## src/rtl/spi_byte_master.sv

```systemverilog
// Purpose: IO-mapped byte-wide SPI master (mode 0, MSB first) for the configuration flash.
// Latency: busy is high for exactly 16*CLKDIV clk cycles, starting the cycle after wr.
// Backpressure: wr while busy is dropped (software polls busy); rd clears valid; cs_wr is always accepted.
// Optional build macro SPI_MISO_SYNC_EN: routes miso through a 2-flop synchronizer and needs CLKDIV >= 3.
module spi_byte_master #(
    parameter int unsigned CLKDIV = 2,
    parameter int unsigned DIVW   = 8
) (
    input  logic       clk,
    input  logic       resetq,
    input  logic       wr,
    input  logic       rd,
    input  logic       cs_wr,
    input  logic       cs_wd,
    input  logic [7:0] tx_data,
    output logic [7:0] rx_data,
    output logic       busy,
    output logic       valid,
    output logic       sck,
    output logic       mosi,
    output logic       csn,
    input  logic       miso
);

    typedef enum logic [1:0] {
        IDLE = 2'd0,
        LOW  = 2'd1,
        HIGH = 2'd2
    } state_t;

    // Reload value of the half-period counter; a phase ends when it reads zero.
    localparam logic [DIVW-1:0] DIV_LOAD = DIVW'(CLKDIV - 1);

    // Reject divider values that cannot be represented or make no sense.
    generate
        if (CLKDIV < 1 || CLKDIV > 255 || CLKDIV > (2 ** DIVW) - 1) begin : g_bad_clkdiv
            $error("spi_byte_master: CLKDIV out of range for DIVW");
        end
    endgenerate

    logic miso_s;

`ifdef SPI_MISO_SYNC_EN
    // The synchronized sample is taken two clk cycles into HIGH, so HIGH must
    // outlast that point by at least one cycle.
    localparam logic [DIVW-1:0] DIV_SAMPLE = DIVW'(CLKDIV - 2);

    generate
        if (CLKDIV < 3) begin : g_sync_needs_div3
            $error("spi_byte_master: SPI_MISO_SYNC_EN requires CLKDIV >= 3");
        end
    endgenerate

    logic [1:0] miso_sync;

    // Two-flop synchronizer on the asynchronous flash data line.
    always_ff @(posedge clk or negedge resetq) begin
        if (!resetq) begin
            miso_sync <= 2'b00;
        end else begin
            miso_sync <= {miso_sync[0], miso};
        end
    end

    assign miso_s = miso_sync[1];
`else
    assign miso_s = miso;
`endif

    state_t          state_q, state_nxt;
    logic [DIVW-1:0] div_q, div_nxt;
    logic [2:0]      bit_q, bit_nxt;
    logic [7:0]      shift_q, shift_nxt;
    logic [7:0]      rx_nxt;
    logic            busy_nxt, valid_nxt, sck_nxt, mosi_nxt, csn_nxt;

    // State and output registers; reset aborts any transfer without touching rx_data beyond clearing it.
    always_ff @(posedge clk or negedge resetq) begin
        if (!resetq) begin
            state_q <= IDLE;
            div_q   <= '0;
            bit_q   <= 3'd0;
            shift_q <= 8'h00;
            rx_data <= 8'h00;
            busy    <= 1'b0;
            valid   <= 1'b0;
            sck     <= 1'b0;
            mosi    <= 1'b0;
            csn     <= 1'b1;
        end else begin
            state_q <= state_nxt;
            div_q   <= div_nxt;
            bit_q   <= bit_nxt;
            shift_q <= shift_nxt;
            rx_data <= rx_nxt;
            busy    <= busy_nxt;
            valid   <= valid_nxt;
            sck     <= sck_nxt;
            mosi    <= mosi_nxt;
            csn     <= csn_nxt;
        end
    end

    // Next-state logic: half-period divider, bit sequencing, CS and valid handshake.
    always_comb begin
        state_nxt = state_q;
        div_nxt   = div_q;
        bit_nxt   = bit_q;
        shift_nxt = shift_q;
        rx_nxt    = rx_data;
        busy_nxt  = busy;
        valid_nxt = valid;
        sck_nxt   = sck;
        mosi_nxt  = mosi;
        csn_nxt   = csn;

        // Read clears valid; a completion later in this block overrides it.
        if (rd) begin
            valid_nxt = 1'b0;
        end

        // Chip select is software-owned and honoured in every state.
        if (cs_wr) begin
            csn_nxt = ~cs_wd;
        end

        case (state_q)
            IDLE: begin
                if (wr) begin
                    shift_nxt = tx_data;
                    mosi_nxt  = tx_data[7];
                    bit_nxt   = 3'd7;
                    div_nxt   = DIV_LOAD;
                    busy_nxt  = 1'b1;
                    state_nxt = LOW;
                end
            end

            LOW: begin
                if (div_q == '0) begin
                    sck_nxt   = 1'b1;
                    div_nxt   = DIV_LOAD;
                    state_nxt = HIGH;
`ifndef SPI_MISO_SYNC_EN
                    // Sample on the same edge that raises sck.
                    shift_nxt = {shift_q[6:0], miso_s};
`endif
                end else begin
                    div_nxt = div_q - DIVW'(1);
                end
            end

            HIGH: begin
                if (div_q == '0) begin
                    sck_nxt = 1'b0;
                    div_nxt = DIV_LOAD;
                    if (bit_q != 3'd0) begin
                        // shift_q[7] already holds the next bit after the sample shift.
                        bit_nxt   = bit_q - 3'd1;
                        mosi_nxt  = shift_q[7];
                        state_nxt = LOW;
                    end else begin
                        rx_nxt    = shift_q;
                        valid_nxt = 1'b1;
                        busy_nxt  = 1'b0;
                        state_nxt = IDLE;
                    end
                end else begin
                    div_nxt = div_q - DIVW'(1);
`ifdef SPI_MISO_SYNC_EN
                    // Synchronized miso reflects the post-rise line two cycles into HIGH.
                    if (div_q == DIV_SAMPLE) begin
                        shift_nxt = {shift_q[6:0], miso_s};
                    end
`endif
                end
            end

            default: begin
                state_nxt = IDLE;
                busy_nxt  = 1'b0;
                sck_nxt   = 1'b0;
            end
        endcase
    end

endmodule
```

## config.mk

```make
export PLATFORM = sky130hd
export DESIGN_NAME = spi_byte_master
export DESIGN_NICKNAME = d
export VERILOG_FILES = /design/src/rtl/spi_byte_master.sv
export SDC_FILE = /design/constraint.sdc
export NUM_CORES = 1
export LEC_CHECK = 0
export ABC_CLOCK_PERIOD_IN_PS = 5600
export BUFFER_PORTS_ARGS = -buffer_cell sky130_fd_sc_hd__buf_2
export CORE_MARGIN = 2
export CORE_UTILIZATION = 60
export DETAILED_ROUTE_END_ITERATION = 12
export HOLD_SLACK_MARGIN = 0.1
export PLACE_DENSITY = 0.92
export RECOVER_POWER = 50
export SETUP_SLACK_MARGIN = 0.02
export SYNTH_ARGS = -nofsm -noshare
export SYNTH_HDL_FRONTEND = slang
export SYNTH_SLANG_ARGS = --single-unit
```

## constraint.sdc

```tcl
create_clock -name clk -period 5.6 [get_ports clk]
set_clock_uncertainty 0.05 [all_clocks]
set_input_delay 0 -clock clk [delete_from_list [all_inputs] [get_ports clk]]
set_output_delay 0 -clock clk [all_outputs]
set_load 0.02 [all_outputs]
```

==> flow_summary.yaml, run 1 <==
yosys:
  synth_nets: 185
  synthSimpleGateAreaFrac: 0.196
  ys_ff_latch: 34
  synth_area_um2: 1790
  synthTopCellsByCount: "33 x dfrtp_1, 12 x nor2_1, 11 x inv_1"
  synth_fa_ha_area_frac: 0.0489
  synth_flop_cell: "dfrtp_1"
  synth.most_common_cell: "dfrtp_1"
  synth_cell_types: 47
  syn-instance-count: 163
  syn_avg_cell_area_um2: 11.0
  yosysTopAreaCellShare: 0.461
  synth_edf_count: 0
  synth_top_family_by_area: "simple AND/OR/NAND/NOR gates"
  muxShareOfSynthArea: 0.0559
  synth_area_leader_cell: "dfrtp_1"
  ys_async_sr_fraction: 1.00
  synth_xor_xnor_area_share: 0.0294
  synth-compound-area-share: 0.157
  ys_seq_area_frac: 0.476
  yosys-top-cells-area: "dfrtp_1 46%, mux2_2 5.0%, ha_1 4.9%, o221a_2 4.4%, nand2b_1 3.5%"
  yosysWarnings: 0
cells_and_area:
  multi_input_area_um2: 871
  areaGrowthSynthToFinish_pct: 20.2
  antennaDiodeCount: 0
  final_layout_size_suffix_gt1_frac: 0.242
  finalNetCount: 228
  final_util: 0.767
  register_area_um2: 852
  fillers: 189
detailed_routing:
  first_iter_violations: 127
  drc: 1
  vias: 1534
  wl_per_cell_um: 17.7
  drtPass1Iterations: 8
  routed_via_density: 6.45
  wirelength_um: 4210
  ant_nets: 0
setup_path:
  crit_type: "reg2reg"
  rr_worst_depth: 7
  end_kind: "flip-flop"
  worst-path-max-fanout: 12
  worstPathRequired_ns: 5.85
  rr_startpoint: "state_q[1]"
  timing.rr.end: "shift_q[0]"
  startpoint_type: "flip-flop"
  arrival_ns: 3.20
  r2r_slack_ns: 2.65
run_status:
  violations: "design-rule violations, max-capacitance violations, max-slew violations"
  status: "finished, violations left"
power_and_ir_drop:
  finalPower_w: 0.000933
  vdd_ir_drop_max_mv: 0.327
  p_leak_nw: 0.889
  p_per_area_nw_per_um2: 434
sta:
  finalSetupTns_ns: 0
  timing.slew.headroom: -0.174
  tightest_slew_ns: 1.76
  report.final.slew_viol_count: 35
  rsz0062_at_grt: "no"
  fin_crit_ns: 2.95
  min_period_over_period: 0.527
  finalHoldViolCount: 0
  fin_ws_ns: 2.65
  setup-violations-final: 0
  max_freq_mhz: 339
min_path:
  hold_depth: 3
  min_path_type: "in2reg"
  whs_endpoint: "csn"
  hp-start: "cs_wr"
clock_tree:
  cts_tree: "done"
  path_clk_slew_ns: 0.12
  clock_sinks: 34
  clock_latency_ns: 0.36
  cts_setup_buffers: 0
  clockBufferDepth: 2
  hold_buffers: 14
  cts_made_buffers: 5
  clockRootBuffer: "clkbuf_4"
  cts-resized-gates: 0
  htree_levels: 2
floorplanning:
  die_area_um2: 3440
  io_pins: 28
  start_util: 0.638
  rows: 19
  die_w_um: 58.6
  fp.dieH_um: 58.6
  coreArea_um2: 2810
place:
  post-place-ws_ns: 3.32
  gp_congestion: 0.892
  port_buffers: 27
  hpwl_um: 2750
run:
  drv_cap: 1
global_routing:
  antenna_found_initial: 0
  grt_max_degree: 35
  grt_pass1_wl_um: 6760
  grt_pass1_vias: 1523
  track_usage: 0.267
  grt_overflow: 0
==> state kept, by name, summed over array words and instances, names as in the netlist <==
signal,flops
div_q,8
valid,1
mosi,1
bit_q,3
rx_data,8
shift_q,8
state_q,2
sck,1
busy,1
csn,1
==> metrics by stage <==
step                instances  hold WS (ns)  instance area, um^2
floorplan                 163        -0.346                 1790
global placement          216        0.0372                 1940
detailed placement        216        0.0499                 1940
CTS                       238         0.210                 2160
global route              238         0.305                 2150
finish                    238         0.289                 2150
==> logic make-up (layout without fill, tap and decap cells) <==
| group | count (synthesis) | after routing |
|---|---|---|
| flip-flops | 34 | 34 |
| multiplexers | 9 | 9 |
| XOR/XNOR | 6 | 6 |
| AND/OR/NAND/NOR | 58 | 58 |
| buffers and inverters | 16 | 60 |
| AO/OA/AOI/OAI | 33 | 33 |
| adder cells (fa/ha/maj) | 7 | 7 |
==> how the worst max path moves through the flow <==
stage	from	end	slack, ns	depth (start not counted)
floorplan	div_q[0]	shift_q[1]	3.63	6
global placement	state_q[0]	bit_q[2]	3.45	6
detailed placement	state_q[0]	bit_q[2]	3.32	6
CTS	state_q[1]	shift_q[0]	2.82	7
global route	state_q[1]	shift_q[0]	2.51	7
finish	state_q[1]	shift_q[0]	2.65	7
==> cells in the final DEF (no fill, tap or decap), types with 5 or more instances in the layout <==
cell type / instances
dlygate4sd3_1: 14
nand2b_1: 10
clkbuf_1: 7
dfrtp_1: 33
clkbuf_4: 5
nor2_1: 12
o221a_2: 7
ha_1: 7
inv_1: 11
mux2_2: 8
buf_2: 20
o21ai_0: 7
==> critical path, cell delays in order, from the launching register on <==
cell           delay [ns]
dfrtp_1              0.44
inv_1                0.12
ha_1                 0.42
nor2b_1              0.61
nor3_2               0.12
nand2_1              0.30
o221a_1              0.26
dlygate4sd3_1        0.58
==> area by class of cell <==
class | count | share of cell area
clock buffers | 5 | 0.0174
repair buffers | 41 | 0.124
flip-flops and latches | 34 | 0.396
inverters | 11 | 0.0192
multi-input cells | 113 | 0.405
well taps | 31 | 0.0180
clock inverters | 3 | 0.0209
==> where the power goes <==
group	leakage [nW]	switching, W	internal [W]
registers	0.380	0.0000534	0.000305
logic	0.471	0.000218	0.000173
clock network	0.0374	0.0000904	0.0000936
total	0.889	0.000362	0.000571
==> routing by layer <==
metal / up-vias / share of wire / track usage
met1: 759 / 0.39 / 0.308
met4: 0 / 0.038 / 0.162
li1: 690 / - / -
met3: 21 / 0.063 / 0.0637
met5: - / 0 / 0
met2: 64 / 0.51 / 0.449
Note: power is estimated with default switching activity, not from simulation.
==> run 2, diff against run 1 <==
Settings changed: ABC_AREA set to 1, ABC_CLOCK_PERIOD_IN_PS 5600 to 2870, CORE_UTILIZATION 60 to 56, PLACE_DENSITY 0.92 to 0.87.
Clock period 5.6 ns to 2.87 ns, I/O delays scaled along.
==> run 2 against run 1 <==
The run ends with max-capacitance violations, max-slew violations left. Non-clock buffer count stayed put. Worst setup slack lost 2.0 ns. Routed wire length decreased by 2.0%. Register-to-register slack worse by 2.0 ns. First-iteration DRC count shrank 43%.
==> flow_summary.yaml, run 2 <==
setup_path:
  arrival_ns: 2.39
  cp_cell_sequence: "inv_1 -> ha_1 -> inv_1 -> nand2_1 -> nand2_1 -> dlygate4sd3_1 -> nand3_1 -> nand2_1"
  crit_type: "reg2reg"
  critPathBufInv: 3
  cpPeakStageDelay_ns: 0.55
  cp.depth: 8
  startpoint_type: "flip-flop"
  cp_common_cell: "nand2_1"
  critical-path-slowest-cell: "dlygate4sd3_1"
  rr_worst_depth: 8
  worst-path-max-fanout: 15
  critPathTopFamily: "buffers and inverters"
  end_kind: "flip-flop"
  worstPathRequired_ns: 3.07
yosys:
  synth.most_common_cell: "nand2_1"
  synth_edf_count: 0
  syn_avg_cell_area_um2: 8.23
  ys_async_sr_fraction: 1.00
  synthTopCellsByCount: "71 x nand2_1, 33 x dfrtp_1, 28 x inv_1"
  synth_nets: 249
  yosys-top-cells-area: "dfrtp_1 44%, nand2_1 14%, inv_1 5.6%, nand3_1 4.8%, ha_1 4.7%"
  ys_ff_latch: 34
  yosysTopAreaCellShare: 0.442
  yosysWarnings: 0
  synth_flop_cell: "dfrtp_1"
  ys_seq_area_frac: 0.456
  synth_area_leader_cell: "dfrtp_1"
  synth_area_um2: 1870
  synth_cell_types: 28
  syn-instance-count: 227
cells_and_area:
  finalNetCount: 291
  areaGrowthSynthToFinish_pct: 19.1
  fillers: 242
  final_layout_size_suffix_gt1_frac: 0.193
  reg_top3: "div_q: 8 flops, rx_data: 8 flops, shift_q: 8 flops"
  mostFrequentLayoutCell: "nand2_1"
  mostFrequentLayoutCells: "71 x nand2_1, 33 x dfrtp_1, 28 x inv_1, 20 x buf_2, 18 x nand3_1"
  antennaDiodeCount: 0
power_and_ir_drop:
  p_leak_nw: 1.16
  p_per_area_nw_per_um2: 1030
  vdd_ir_drop_max_mv: 0.825
sta:
  finalSetupTns_ns: 0
  tightest_slew_ns: 1.76
  setup-violations-final: 0
  min_period_over_period: 0.765
  report.final.slew_viol_count: 35
  rsz0062_at_grt: "no"
  fin_crit_ns: 2.20
  finalHoldViolCount: 0
  fin_ws_ns: 0.673
  timing.slew.headroom: -0.175
  max_freq_mhz: 455
run:
  drv_cap: 1
clock_tree:
  cts-resized-gates: 0
  cts_setup_buffers: 0
  hold_buffers: 14
  clock_sinks: 34
  htree_levels: 2
  cts_made_buffers: 5
  clockBufferDepth: 2
  clock_latency_ns: 0.35
  cts_tree: "done"
  path_clk_slew_ns: 0.11
  clockRootBuffer: "clkbuf_4"
min_path:
  min_path_type: "in2reg"
  hold_depth: 3
floorplanning:
  rows: 20
  die_area_um2: 3820
  start_util: 0.602
  io_pins: 28
  die_w_um: 61.8
  fp.dieH_um: 61.8
  coreArea_um2: 3100
detailed_routing:
  routed_via_density: 5.24
  wirelength_um: 4130
  drc: 0
  first_iter_violations: 72
  drtPass1Iterations: 5
  wl_per_cell_um: 13.1
  ant_nets: 0
  vias: 1645
global_routing:
  grt_pass1_wl_um: 6570
  track_usage: 0.241
  grt_overflow: 0
  grt_max_degree: 35
  antenna_found_initial: 0
  grt_pass1_vias: 1521
run_status:
  violations: "max-capacitance violations, max-slew violations"
  status: "finished, violations left"
place:
  port_buffers: 27
  hpwl_um: 2640
  post-place-ws_ns: 0.952
  gp_congestion: 0.853
[run 2: cell types whose count changed in the layout (fill, tap and decap cells not counted), sizes merged, moves of 6 or more]
cell and change:
o221a -8, nand2 +74, nand2b -10, nand3 +15
nand4 +6, inv +17, mux2 -8, o21ai +16
[run 2: layout make-up]
class | instances | area (um^2) | share of cell area
inverter | 28 | 105 | 0.0472
sequential | 34 | 852 | 0.383
tap | 44 | 55.1 | 0.0247
multi-input combinational | 159 | 870 | 0.391
clock inverter | 3 | 40.0 | 0.0180
clock buffer | 5 | 37.5 | 0.0169
timing repair buffer | 41 | 267 | 0.120
[run 2: logic make-up (layout without fill, tap and decap cells)]
logic type,after synthesis,count (layout),synth area share
xor gates and xnor gates,2,2,0.00937
and+or+nand+nor,118,118,0.294
buffers and inverters,34,77,0.0790
adders and majority gates,7,7,0.0469
DFF,34,34,0.456
AOI/OAI and AO/OA,32,32,0.115
[run 2: layer usage]
metal  track usage  routed length, um  vias to the layer above
li1              -                  -                      814
met4         0.128                 73                        0
met1         0.291               1760                      776
met5             0                  0                        -
met3        0.0476                195                        8
met2         0.408               2100                       47
[run 2: per-stage QoR]
stage	hold WS, ns	utilization	total power (W)	instances	instance area, um^2
after floorplan	-0.346	-	0.00165	227	1870
after global placement	0.0439	0.650	0.00183	292	2020
after detailed placement	0.0514	0.650	0.00187	292	2020
after CTS	0.206	0.720	0.00226	314	2230
after global routing	0.301	0.717	0.00246	314	2230
final	0.303	0.717	0.00228	314	2230
[run 2: report_power, final]
part | total, W | internal [W] | switching, W | leakage [nW]
Combinational | 0.00119 | 0.000397 | 0.000791 | 0.677
Sequential | 0.000740 | 0.000633 | 0.000107 | 0.439
Clock | 0.000356 | 0.000180 | 0.000176 | 0.0450
Total | 0.00228 | 0.00121 | 0.00107 | 1.16
[run 2: tightest hold or removal path, delay by kind of cell]
family,cells,cell delay (ns)
buffers and inverters,2,0.61
AOI/OAI and AO/OA,1,0.06
[run 2: final timing paths]
kind | start | end | slack [ns]
hold / removal | rd | valid | 0.30
min in group asynchronous | resetq | div_q[1] | 0.59
setup / recovery | state_q[1] | shift_q[0] | 0.67
hold reg to reg | busy | busy | 0.44
max in group asynchronous | resetq | mosi | 1.16
setup reg to reg | state_q[1] | shift_q[0] | 0.67
==> run 3, diff against run 2 <==
Settings changed: ABC_CLOCK_PERIOD_IN_PS 2870 to 1800, CORE_UTILIZATION 56 to 51, PLACE_DENSITY 0.87 to 0.83.
Clock period 2.87 ns to 1.8 ns, I/O delays scaled along.
==> run 3 against run 2 <==
The run now ends clean. Clock power increased by 28%. Critical path type unchanged. Sequential power grew 61%. Critical path depth decreased by 2. Worst setup slack got worse by 0.54 ns. Core utilization decreased by 5.1 points. Design area is 2.2% higher. Non-clock buffer count is 5 higher. Routed wire length grew 1.5%. First-iteration DRC count rose by 49%. Largest power group unchanged. Count of clock-buffer cells in the layout is 1 higher. Largest cell class unchanged.
==> flow_summary.yaml, run 3 (synthesis gave the netlist of run 2 again) <==
run_status:
  status: "completed"
global_routing:
  grt_pass1_vias: 1561
  grt_overflow: 0
  grt_max_degree: 35
  grt_pass1_wl_um: 6940
  antenna_found_initial: 0
  track_usage: 0.223
clock_tree:
  clock_sinks: 34
  clockRootBuffer: "clkbuf_4"
  cts_tree: "done"
  clock_latency_ns: 0.35
  htree_levels: 2
  cts_made_buffers: 5
  clockBufferDepth: 2
  path_clk_slew_ns: 0.11
setup_path:
  end_kind: "flip-flop"
  startpoint_type: "flip-flop"
  critical-path-slowest-cell: "dfrtp_1"
  worstPathRequired_ns: 2.03
  cp_cell_sequence: "inv_1 -> ha_1 -> nand2_2 -> nor2_4 -> nand3_2 -> o21ai_2"
  worst-path-max-fanout: 8
  rr_worst_depth: 6
  timing.rr.end: "rx_data[7]"
  arrival_ns: 1.90
  r2r_slack_ns: 0.13
  rr_startpoint: "div_q[0]"
  crit_type: "reg2reg"
  cpPeakStageDelay_ns: 0.40
detailed_routing:
  wirelength_um: 4190
  first_iter_violations: 107
  drc: 0
  ant_nets: 0
  wl_per_cell_um: 13.0
  routed_via_density: 5.14
  drtPass1Iterations: 4
  vias: 1655
cells_and_area:
  mostFrequentLayoutCell: "nand2_1"
  mostFrequentLayoutCells: "71 x nand2_1, 33 x dfrtp_1, 28 x inv_1, 20 x buf_2, 17 x nand3_1"
  finalNetCount: 297
  final_layout_size_suffix_gt1_frac: 0.228
  fillers: 292
  multi_input_area_um2: 892
  areaGrowthSynthToFinish_pct: 21.8
  reg_top3: "div_q: 8 flops, rx_data: 8 flops, shift_q: 8 flops"
  antennaDiodeCount: 0
  design_area_um2: 2280
  instances_no_fill: 322
  register_area_um2: 852
power_and_ir_drop:
  p_per_area_nw_per_um2: 1580
  p_switching_w: 0.00171
  swShare: 0.475
  p_leak_nw: 1.18
  p_seq_frac: 0.329
  cellInternalPower_w: 0.00189
  power_frac_clock: 0.127
  vdd_ir_drop_max_mv: 1.07
  combPwrFrac: 0.544
sta:
  setup-violations-final: 0
  finalSetupTns_ns: 0
  tightest_slew_ns: 0.824
  rsz0062_at_grt: "no"
  fin_crit_ns: 1.67
  min_period_over_period: 0.926
  max_freq_mhz: 600
  timing.slew.headroom: 0.451
  report.final.slew_viol_count: 0
  finalHoldViolCount: 0
  fin_ws_ns: 0.133
floorplanning:
  rows: 21
  start_util: 0.547
  io_pins: 28
  coreArea_um2: 3420
  fp.dieH_um: 64.5
  die_area_um2: 4170
  die_w_um: 64.5
place:
  gp_congestion: 0.863
  post-place-ws_ns: 0.141
  placed_cell_area_um2: 2060
  hpwl_um: 2850
  dp_cells: 299
  port_buffers: 27
min_path:
  min_path_type: "in2async"
run:
  drv_cap: 0
[run 3: changes by cell type in the layout (fill, tap and decap cells not counted), sizes merged]
| cell | delta |
|---|---|
| nand3 | +1 |
| clkinv | -1 |
| clkinvlp | +1 |
| clkbuf | +1 |
| buf | +5 |
| bufinv | -1 |
[run 3: cell type report]
class / instances / share of cell area
clock buffers: 6 / 0.0225
clock inverters: 2 / 0.00550
inverters: 28 / 0.0462
multi-input cells: 160 / 0.392
flip-flops and latches: 34 / 0.374
well taps: 46 / 0.0253
repair buffers: 46 / 0.134
[run 3: critical path: cells and delay by family (launching register included)]
kind	cells	cell delay, ns
compound gates	1	0.21
buf+inv	1	0.10
simple gates	3	0.59
fa+ha+maj	1	0.25
flops	1	0.40
[run 3: worst max path at each step]
stage                          start         end  slack, ns  cells past startpoint
final                       div_q[0]  rx_data[7]       0.13                      6
after global routing      state_q[0]    bit_q[1]       0.03                      9
after CTS                 state_q[1]  shift_q[3]       0.12                      7
after floorplan             div_q[0]  rx_data[7]       0.35                      8
after global placement      div_q[0]  rx_data[6]       0.22                      7
after detailed placement  state_q[1]  shift_q[3]       0.14                      7
[run 3: metal layers]
layer  vias up  wire length [um]  global-route usage
met5         -                 0                   0
met4         0                76              0.0878
met3         7               197              0.0694
met2        52              2080               0.379
met1       770              1830               0.264
li1        826                 -                   -
[run 3: what timing repair did]
item                                   CTS  global route
buffers inserted                         0             0
resized for setup                        0             4
hold buffers                            14             0
endpoints found under the hold margin   48             0
setup endpoints to repair                0            11
[run 3: power by group through the flow]
stage               sequential (W)  clock (W)  combinational, W
floorplan                  0.00121          0           0.00142
global placement           0.00118          0           0.00181
detailed placement         0.00119          0           0.00190
CTS                        0.00118   0.000464           0.00193
global route               0.00122   0.000502           0.00221
finish                     0.00119   0.000457           0.00196
[run 3: per-stage QoR]
| step | hold slack, ns | total power, W | utilization |
|---|---|---|---|
| floorplan | -0.346 | 0.00263 | - |
| global placement | 0.0527 | 0.00299 | 0.602 |
| detailed placement | 0.0573 | 0.00309 | 0.602 |
| CTS | 0.213 | 0.00357 | 0.662 |
| global route | 0.274 | 0.00394 | 0.666 |
| finish | 0.221 | 0.00360 | 0.666 |
